**config.mk**
```make
export PLATFORM = sky130hd
export DESIGN_NAME = retire_trace_buffer_flat
export DESIGN_NICKNAME = d
export VERILOG_FILES = /design/src/rtl/retire_trace_buffer_if.sv /design/src/rtl/retire_trace_buffer.sv /design/src/flat_wrapper.sv
export SDC_FILE = /design/constraint.sdc
export NUM_CORES = 2
export LEC_CHECK = 0
export CORE_UTILIZATION = 35
export CTS_CLUSTER_SIZE = 28
export DETAILED_ROUTE_END_ITERATION = 16
export PLACE_DENSITY_LB_ADDON = 0.05
export SETUP_SLACK_MARGIN = 0.3
export SKIP_CTS_REPAIR_TIMING = 1
export SYNTH_ARGS = -nofsm -noshare
export SYNTH_HDL_FRONTEND = slang
export SYNTH_SLANG_ARGS = --single-unit
```
**constraint.sdc**
```tcl
create_clock -name clk -period 6 [get_ports clk]
set_input_delay 1.2 -clock clk [delete_from_list [all_inputs] [get_ports clk]]
set_output_delay 1.2 -clock clk [all_outputs]
set_load 0.01 [all_outputs]
```
**src/rtl/retire_trace_buffer_if.sv**
```systemverilog
// Trace stream from the retire buffer to the debug host: FWFT head record plus valid/ready.
// master = buffer side (drives the head record), slave = host side (drives ready).
interface retire_trace_buffer_if;
    logic        trace_valid;
    logic        trace_ready;
    logic [31:0] trace_pc;
    logic [31:0] trace_data;
    logic [31:0] trace_addr;
    logic [2:0]  trace_flags;

    modport master (
        output trace_valid, trace_pc, trace_data, trace_addr, trace_flags,
        input  trace_ready
    );

    modport slave (
        input  trace_valid, trace_pc, trace_data, trace_addr, trace_flags,
        output trace_ready
    );
endinterface

```
**src/rtl/retire_trace_buffer.sv**
```systemverilog
// Captures each retired WB instruction as a trace record into a FWFT FIFO; halts after ebreak until resume.
// Latency: record visible on the trace head the cycle after capture. Optional macro TRACE_FILTER_EN records only writers/ebreak.
// Backpressure: stall_req freezes the pipeline combinationally when full (a same-cycle pop frees space) or while halted.
module retire_trace_buffer #(
    parameter int DEPTH = 16,
    parameter int CNTW  = 32
) (
    input  logic                     clk,
    input  logic                     rst_n,
    input  logic                     wb_nop,
    input  logic [31:0]              wb_pc,
    input  logic [31:0]              wb_din,
    input  logic                     wb_reg_write,
    input  logic [4:0]               wb_rd,
    input  logic                     wb_ebreak,
    input  logic [31:0]              wb_mem_din,
    input  logic [31:0]              wb_mem_wa,
    input  logic                     wb_mem_we,
    input  logic                     resume,
    output logic                     stall_req,
    output logic                     halted,
    retire_trace_buffer_if.master    trace,
    output logic [$clog2(DEPTH):0]   fill,
    output logic [CNTW-1:0]          retired_cnt
);
    localparam int AW = $clog2(DEPTH);
    localparam int FW = AW + 1;

    typedef struct packed {
        logic [31:0] pc;
        logic [31:0] data;
        logic [31:0] addr;
        logic [2:0]  flags;
    } rec_t;

    rec_t            mem [DEPTH];
    rec_t            wr_rec;
    rec_t            head;
    logic [AW-1:0]   rd_ptr;
    logic [AW-1:0]   wr_ptr;
    logic            pop;
    logic            space;
    logic            rec_en;
    logic            retire;
    logic            push;

`ifdef TRACE_FILTER_EN
    // Only architecturally visible effects are worth a FIFO slot.
    assign rec_en = (wb_reg_write & (wb_rd != 5'd0)) | wb_mem_we | wb_ebreak;
`else
    assign rec_en = 1'b1;
`endif

    always_comb begin
        wr_rec       = '0;
        wr_rec.pc    = wb_pc;
        wr_rec.data  = wb_mem_we ? wb_mem_din : wb_din;
        wr_rec.addr  = wb_mem_we ? wb_mem_wa : {27'b0, wb_rd};
        wr_rec.flags = {wb_ebreak, wb_mem_we, wb_reg_write};
    end

    assign head              = (fill != '0) ? mem[rd_ptr] : '0;
    assign trace.trace_valid = (fill != '0);
    assign trace.trace_pc    = head.pc;
    assign trace.trace_data  = head.data;
    assign trace.trace_addr  = head.addr;
    assign trace.trace_flags = head.flags;

    // A pop in the same cycle frees a slot, so trace_ready feeds stall_req on purpose.
    assign pop       = trace.trace_valid & trace.trace_ready;
    assign space     = (fill < FW'(DEPTH)) | pop;
    assign retire    = ~wb_nop & ~halted & (space | ~rec_en);
    assign push      = retire & rec_en;
    assign stall_req = ~wb_nop & (halted | (rec_en & ~space));

    always_ff @(posedge clk or negedge rst_n) begin
        if (!rst_n) begin
            rd_ptr      <= '0;
            wr_ptr      <= '0;
            fill        <= '0;
            halted      <= 1'b0;
            retired_cnt <= '0;
        end else begin
            if (push) wr_ptr <= wr_ptr + AW'(1);
            if (pop)  rd_ptr <= rd_ptr + AW'(1);
            case ({push, pop})
                2'b10:   fill <= fill + FW'(1);
                2'b01:   fill <= fill - FW'(1);
                default: fill <= fill;
            endcase
            if (retire) retired_cnt <= retired_cnt + CNTW'(1);
            // Halt set by an ebreak capture takes priority over a coincident resume.
            if (retire & wb_ebreak) halted <= 1'b1;
            else if (resume)        halted <= 1'b0;
        end
    end

    always_ff @(posedge clk) begin
        if (push) mem[wr_ptr] <= wr_rec;
    end
endmodule

```
**src/flat_wrapper.sv**
```systemverilog
// flat-port wrapper written by rule: the top's interface ports become plain ports
module retire_trace_buffer_flat 
#(
    parameter int DEPTH = 16,
    parameter int CNTW  = 32
)
  (clk, rst_n, wb_nop, wb_pc, wb_din, wb_reg_write, wb_rd, wb_ebreak, wb_mem_din, wb_mem_wa, wb_mem_we, resume, stall_req, halted, fill, retired_cnt, trace_trace_valid, trace_trace_pc, trace_trace_data, trace_trace_addr, trace_trace_flags, trace_trace_ready);
  retire_trace_buffer_if trace_i ();
  input  logic clk;
  input  logic rst_n;
  input  logic wb_nop;
  input  logic [31:0] wb_pc;
  input  logic [31:0] wb_din;
  input  logic wb_reg_write;
  input  logic [4:0] wb_rd;
  input  logic wb_ebreak;
  input  logic [31:0] wb_mem_din;
  input  logic [31:0] wb_mem_wa;
  input  logic wb_mem_we;
  input  logic resume;
  output logic stall_req;
  output logic halted;
  output logic [$clog2(DEPTH):0] fill;
  output logic [CNTW-1:0] retired_cnt;
  output wire logic [$bits(trace_i.trace_valid)-1:0] trace_trace_valid;
  output wire logic [$bits(trace_i.trace_pc)-1:0] trace_trace_pc;
  output wire logic [$bits(trace_i.trace_data)-1:0] trace_trace_data;
  output wire logic [$bits(trace_i.trace_addr)-1:0] trace_trace_addr;
  output wire logic [$bits(trace_i.trace_flags)-1:0] trace_trace_flags;
  input wire logic [$bits(trace_i.trace_ready)-1:0] trace_trace_ready;
  assign trace_trace_valid = trace_i.trace_valid;
  assign trace_trace_pc = trace_i.trace_pc;
  assign trace_trace_data = trace_i.trace_data;
  assign trace_trace_addr = trace_i.trace_addr;
  assign trace_trace_flags = trace_i.trace_flags;
  assign trace_i.trace_ready = trace_trace_ready;
  retire_trace_buffer #(.DEPTH(DEPTH), .CNTW(CNTW)) u_core (.clk(clk), .rst_n(rst_n), .wb_nop(wb_nop), .wb_pc(wb_pc), .wb_din(wb_din), .wb_reg_write(wb_reg_write), .wb_rd(wb_rd), .wb_ebreak(wb_ebreak), .wb_mem_din(wb_mem_din), .wb_mem_wa(wb_mem_wa), .wb_mem_we(wb_mem_we), .resume(resume), .stall_req(stall_req), .halted(halted), .trace(trace_i), .fill(fill), .retired_cnt(retired_cnt));
endmodule
```
; Yosys cells after proc, flatten, opt, wreduce, memory -nomap -nowiden
; Memory sizes are Yosys's and may differ from the RTL's.
; Index checks and enable logic that the tools add are counted.
[totals]
inputBits = 141
memories = 1
regBits = 46
ramBits = 1584
[op_classes]
muxes = 8
reduce_logical = 3
order_cmp = 1
bitwise_logic = 10
eq_ne = 2
n_addsub = 5
[memory_table]
columns = memory, words, width, read_ports, rd_ports_with_merged_regs, wr, line_no
row1 = u_core.mem, 16, 99, 1, 0, 1, retire_trace_buffer.sv:36  ; rec_t mem [DEPTH];
[op_table]
columns = op, count
row1 = $mux W99, 1
row2 = $mux W32, 2
row3 = $add A32 B1 Y32 const B, 1
row4 = $pmux W5 S2, 1
row5 = $add A4 B1 Y4 const B, 2
row6 = $add A5 B1 Y5 const B, 1
row7 = $and A1 B1 Y1, 5
row8 = $lt A5 B5 Y1 const B, 1
row9 = $reduce_bool A5 Y1, 1
row10 = $sub A5 B1 Y5 const B, 1
row11 = $mux W1, 4
row12 = $reduce_bool A2 Y1, 2
row13 = $not A1 Y1, 3
row14 = $eq A2 B1 Y1 const B, 1
row15 = $eq A2 B2 Y1 const B, 1
row16 = $or A1 B1 Y1, 2

; Longest topological paths before layout
[depth]
ltp_word = 6
mapped_depth = 14
depth_no_buf = 11

; Worst setup path after synthesis
; Ideal clock, no wire load.
[synth_timing]
path_kind = input -> register
startpoint = input port wb_nop
endpoint = memory u_core.mem[0][0] in the netlist's numbering (enable)
arrival_ns = 4.579
setup_ns = 0.469
path_stages = 5
t_required_ns = 5.531
path_buffers = 0
slack_ns = 0.952
path_cell_list = or2_2 -> nor2_1 -> inv_1 -> nor3_1 -> and2_1
[synth_between]
elab_chain_cells = 5
[synth_lines]
columns = element, line_no
row1 = from (decl), flat_wrapper.sv:11  ; input logic wb_nop;
row2 = $not A1 Y1, retire_trace_buffer.sv:72  ; assign retire = ~wb_nop & ~halted & (space | ~rec_en);
row3 = $and A1 B1 Y1 (2 in a row), retire_trace_buffer.sv:72
row4 = $mux W1, retire_trace_buffer.sv:99  ; if (push) mem[wr_ptr] <= wr_rec;
row5 = $mux W1 (not written as such), retire_trace_buffer.sv:99
row6 = to (decl), retire_trace_buffer.sv:36
; Every way passes these cells.

; Worst setup path in the final report
[layout_timing]
startpoint = register u_core.fill[2]
endpoint = output port trace_trace_addr[14]
[layout_between]
elab_chain_cells = 2
[layout_lines]
columns = element, line_no
row1 = from (decl), retire_trace_buffer.sv:23  ; output logic [$clog2(DEPTH):0] fill,
row2 = from (signal assigned), retire_trace_buffer.sv:87  ; 2'b10: fill <= fill + FW'(1);
row3 = from (signal assigned), retire_trace_buffer.sv:88  ; 2'b01: fill <= fill - FW'(1);
row4 = from (signal assigned), retire_trace_buffer.sv:89  ; default: fill <= fill;
row5 = $reduce_bool A5 Y1, retire_trace_buffer.sv:62  ; assign head = (fill != '0) ? mem[rd_ptr] : '0;
row6 = $mux W99, retire_trace_buffer.sv:62
row7 = to (decl), flat_wrapper.sv:28  ; output wire logic [$bits(trace_i.trace_addr)-1:0] trace_trace_addr;
; Every way passes these cells.

==> metrics.csv <==
stage;metric;value;unit
route;Metal-1 WL;69.3;mm
die;Row Count;154;
synth;Synth Flop Type;edfxtp_1;
clock_tree;htree depth;4;
sta;final setup violation count;0;
worst_hold_path;Hold Startpoint;u_core.retired_cnt[31];
power;Pwr Density;470;nW/um^2
synth;Post-Syn Area;62700;um^2
clock_tree;TritonCTS clock tree;done;
cells_and_area;Design Area, Final;74600;um^2
worst_hold_path;Hold Crit Depth;1;
cells_and_area;Layout area overhead;19.0;%
route;Vias;28851;
die;I/O pin total;280;
synth;Post-Syn Instances;2716;
global_route;gr usage total;18.1;%
die;initial core utilization;35.4;%
global_route;vias in the first global route;31615;
global_route;first-pass GRT wire length;231;mm
synth;Seq/Total Area, Yosys;77.7;%
placed_design;placed cell count;5263;
synth;number of synthesized register bits;1630;
placed_design;placed inst area;68800;um^2
worst_hold_path;Hold Path Class;flop to flop;
placed_design;Placer Congestion;0.702;
sta;final max-slew violation count;0;
sta;worst clock skew;19.7;ps
route;drt wl/cell;29.1;um
die;Die ar.;181000;um^2
power;peak supply drop;0.268;mV
global_route;largest net degree at the start of global routing;95;
route;metal3 WL;5.12;mm
sta;Worst Max-Slew Pin Slew;1040;ps
die;core box area;177000;um^2
clock_tree;clk sinks;1630;
route;total wire length;163;mm
sta;Final Hold Fails;0;
global_route;GR Overflow Total;0;
synth;asr flop ratio synth;2.82;%
clock_tree;clk slew on worst S/H paths;60;ps
route;highest routed layer;met5;
global_route;initial antenna violation count;7;
clock_tree;Longest Clk Path Bufs;3;
sta;crit share post-route;93.0;%
critical_path;worst-path maximum fanout;44;
route;drt pass-1 iters;5;
route;1st-iter DRT viols;1938;
sta;hold_ws;474;ps
sta;Final min period;5580;ps
cells_and_area;Layout Cells excl Fill;5594;
route;met2 WL;84.6;mm
critical_path;FF-to-FF setup slack;2700;ps
synth;EDFF count, synth;1584;
flow_run;Max Cap Viol;0;
route;DRT antenna net count;0;
sta;Max Clock Freq;179;MHz
sta;unrepaired setup endpoints after global routing;true;
critical_path;Critical R2R Capture;u_core.fill[4];
critical_path;crit end category;primary output;
route;routed vias/inst;5.16;
clock_tree;clk root buf;clkbuf_16;
critical_path;RR Startpoint;u_core.fill[2];
critical_path;CP Class;flop to primary output;
critical_path;Worst EP arrival;4380;ps
synth;Post-Syn Nets;2866;
critical_path;Worst R2R Path Depth;11;
worst_hold_path;Hold Path End;u_core.retired_cnt[31];
sta;Rel. slew slack;30.6;%
die;Die H;425;um
cells_and_area;layout cells sized above 1;24.0;%
sta;setup TNS;0;ps
synth;Mean Syn Cell Area;23.1;um^2
placed_design;post-DP HPWL;83.8;mm
run_status;status;completed;
cells_and_area;Final #Nets;3256;
die;Die W;425;um
synth;Ys Warns;0;
synth;synth unique cells;37;
clock_tree;CTS buffer count;180;
power;Pwr Total;35.0;mW
cells_and_area;# fillers;15259;
critical_path;critical path startpoint;u_core.fill[2];
clock_tree;Clock Latency Late Sink;810;ps
critical_path;required time worst endpoint;4800;ps
power;Leakage;23.7;nW
critical_path;crit start category;flop;
placed_design;PortBufs;279;
route;Post-route DRC;0;
-- critical path, cell delays in order, from the launching register on --
cell and delay, ps:
dfrtp_1 450, or3_1 400, or3_1 650, nand2b_4 720
buf_12 420, o22ai_1 310, clkdlybuf4s50_1 570
-- where the power goes --
part           leakage (nW)  total [mW]  internal, mW  switching, mW
Clock                  2.76        10.7          6.19           4.50
Combinational          6.03        10.6          5.04           5.54
Sequential             14.9        13.7          13.3          0.425
Total                  23.7        35.0          24.6           10.5
-- layout make-up --
class | instances | area, um^2 | share of cell area (%)
antenna | 2 | 5.00 | 0.00671
clock buffer | 219 | 4670 | 6.27
clock inverter | 109 | 1040 | 1.40
inverter | 8 | 30.0 | 0.0403
multi-input combinational | 932 | 13300 | 17.9
sequential | 1630 | 48700 | 65.3
tap | 2340 | 2930 | 3.93
timing repair buffer | 354 | 3820 | 5.13
-- Yosys cell counts, types with 3 or more instances --
cell type | instances | area [um^2]
edfxtp_1 | 1584 | 47600
mux4_2 | 396 | 8920
mux2i_1 | 197 | 1970
o22ai_1 | 99 | 619
clkbuf_1 | 72 | 270
buf_2 | 55 | 275
dfrtp_1 | 46 | 1150
mux2_2 | 38 | 428
and2_1 | 35 | 219
xnor2_1 | 32 | 280
nand2_1 | 27 | 101
nand3_1 | 15 | 75.1
nor2_1 | 15 | 56.3
buf_1 | 12 | 45.0
xor2_1 | 11 | 96.3
ha_1 | 9 | 113
nand4_1 | 9 | 56.3
and3_1 | 8 | 50.1
inv_1 | 8 | 30.0
a21oi_1 | 6 | 30.0
and4_1 | 6 | 52.6
nor3_1 | 6 | 30.0
buf_6 | 5 | 56.3
o21ai_0 | 4 | 20.0
buf_4 | 3 | 22.5
nor2b_1 | 3 | 18.8
nor4_1 | 3 | 18.8
-- layer usage --
layer  track usage [%]  vias up
met5                 0        -
met4              4.89        4
met3              2.56      236
met2              31.8      532
met1              23.3    15730
li1                  -    12349
-- stage by stage --
stage / util, % / setup WS, ps
floorplan: - / 952
global placement: 38.9 / 1200
detailed placement: 38.9 / 1130
CTS: 42.1 / 233
global route: 42.1 / 224
finish: 42.1 / 418
-- cell usage in the layout, fill, tap and decap left out, types with 3 or more instances in the layout --
cell type,synthesis,final
a21oi_1,6,6
dfrtp_4,0,3
clkinvlp_4,0,8
clkdlybuf4s50_1,0,277
o21ai_0,4,4
xnor2_1,32,32
buf_4,3,38
and4_4,0,4
clkinv_8,0,4
dfrtp_1,46,43
mux2i_1,197,197
inv_6,0,6
bufinv_16,0,15
nor2_1,15,15
inv_1,8,8
buf_12,0,38
mux2_2,38,38
mux4_2,396,396
clkbuf_1,72,38
o22ai_1,99,99
ha_1,9,9
clkinv_1,0,49
nor2b_1,3,3
nand2_1,27,27
nand3_1,15,15
and3_4,0,4
clkinv_2,0,22
nor4_1,3,3
and2_4,1,9
nor3_1,6,6
and3_1,8,4
edfxtp_1,1584,1584
and2_1,35,27
clkbuf_16,0,181
inv_16,0,3
xor2_1,11,11
nand4_1,9,9
-- worst max-delay path by stage --
stage | slack (ps) | to | depth (start not counted)
after floorplan | 950 | u_core.mem[0][0] | 5
after global placement | 1200 | trace_trace_pc[3] | 6
after detailed placement | 1130 | trace_trace_addr[26] | 6
after CTS | 230 | trace_trace_addr[26] | 6
after global routing | 220 | trace_trace_addr[14] | 6
final | 420 | trace_trace_addr[14] | 6
-- registers in the layout, summed over array words and instances (netlist names) --
| name | count |
|---|---|
| u_core.fill | 5 |
| u_core.halted | 1 |
| u_core.mem | 1584 |
| u_core.rd_ptr | 4 |
| u_core.retired_cnt | 32 |
| u_core.wr_ptr | 4 |
-- logic make-up (layout without fill, tap and decap cells) --
| family | Yosys count | in the layout | synth area share, % |
|---|---|---|---|
| xor+xnor | 43 | 43 | 0.601 |
| fa+ha+maj | 9 | 9 | 0.180 |
| flops | 1630 | 1630 | 77.7 |
| buf+inv | 155 | 690 | 1.12 |
| mux | 632 | 632 | 18.1 |
| compound gates | 112 | 112 | 1.10 |
| simple gates | 135 | 136 | 1.19 |
| other cells | 0 | 2 | 0 |
Note: power is estimated with default switching activity, not from simulation.
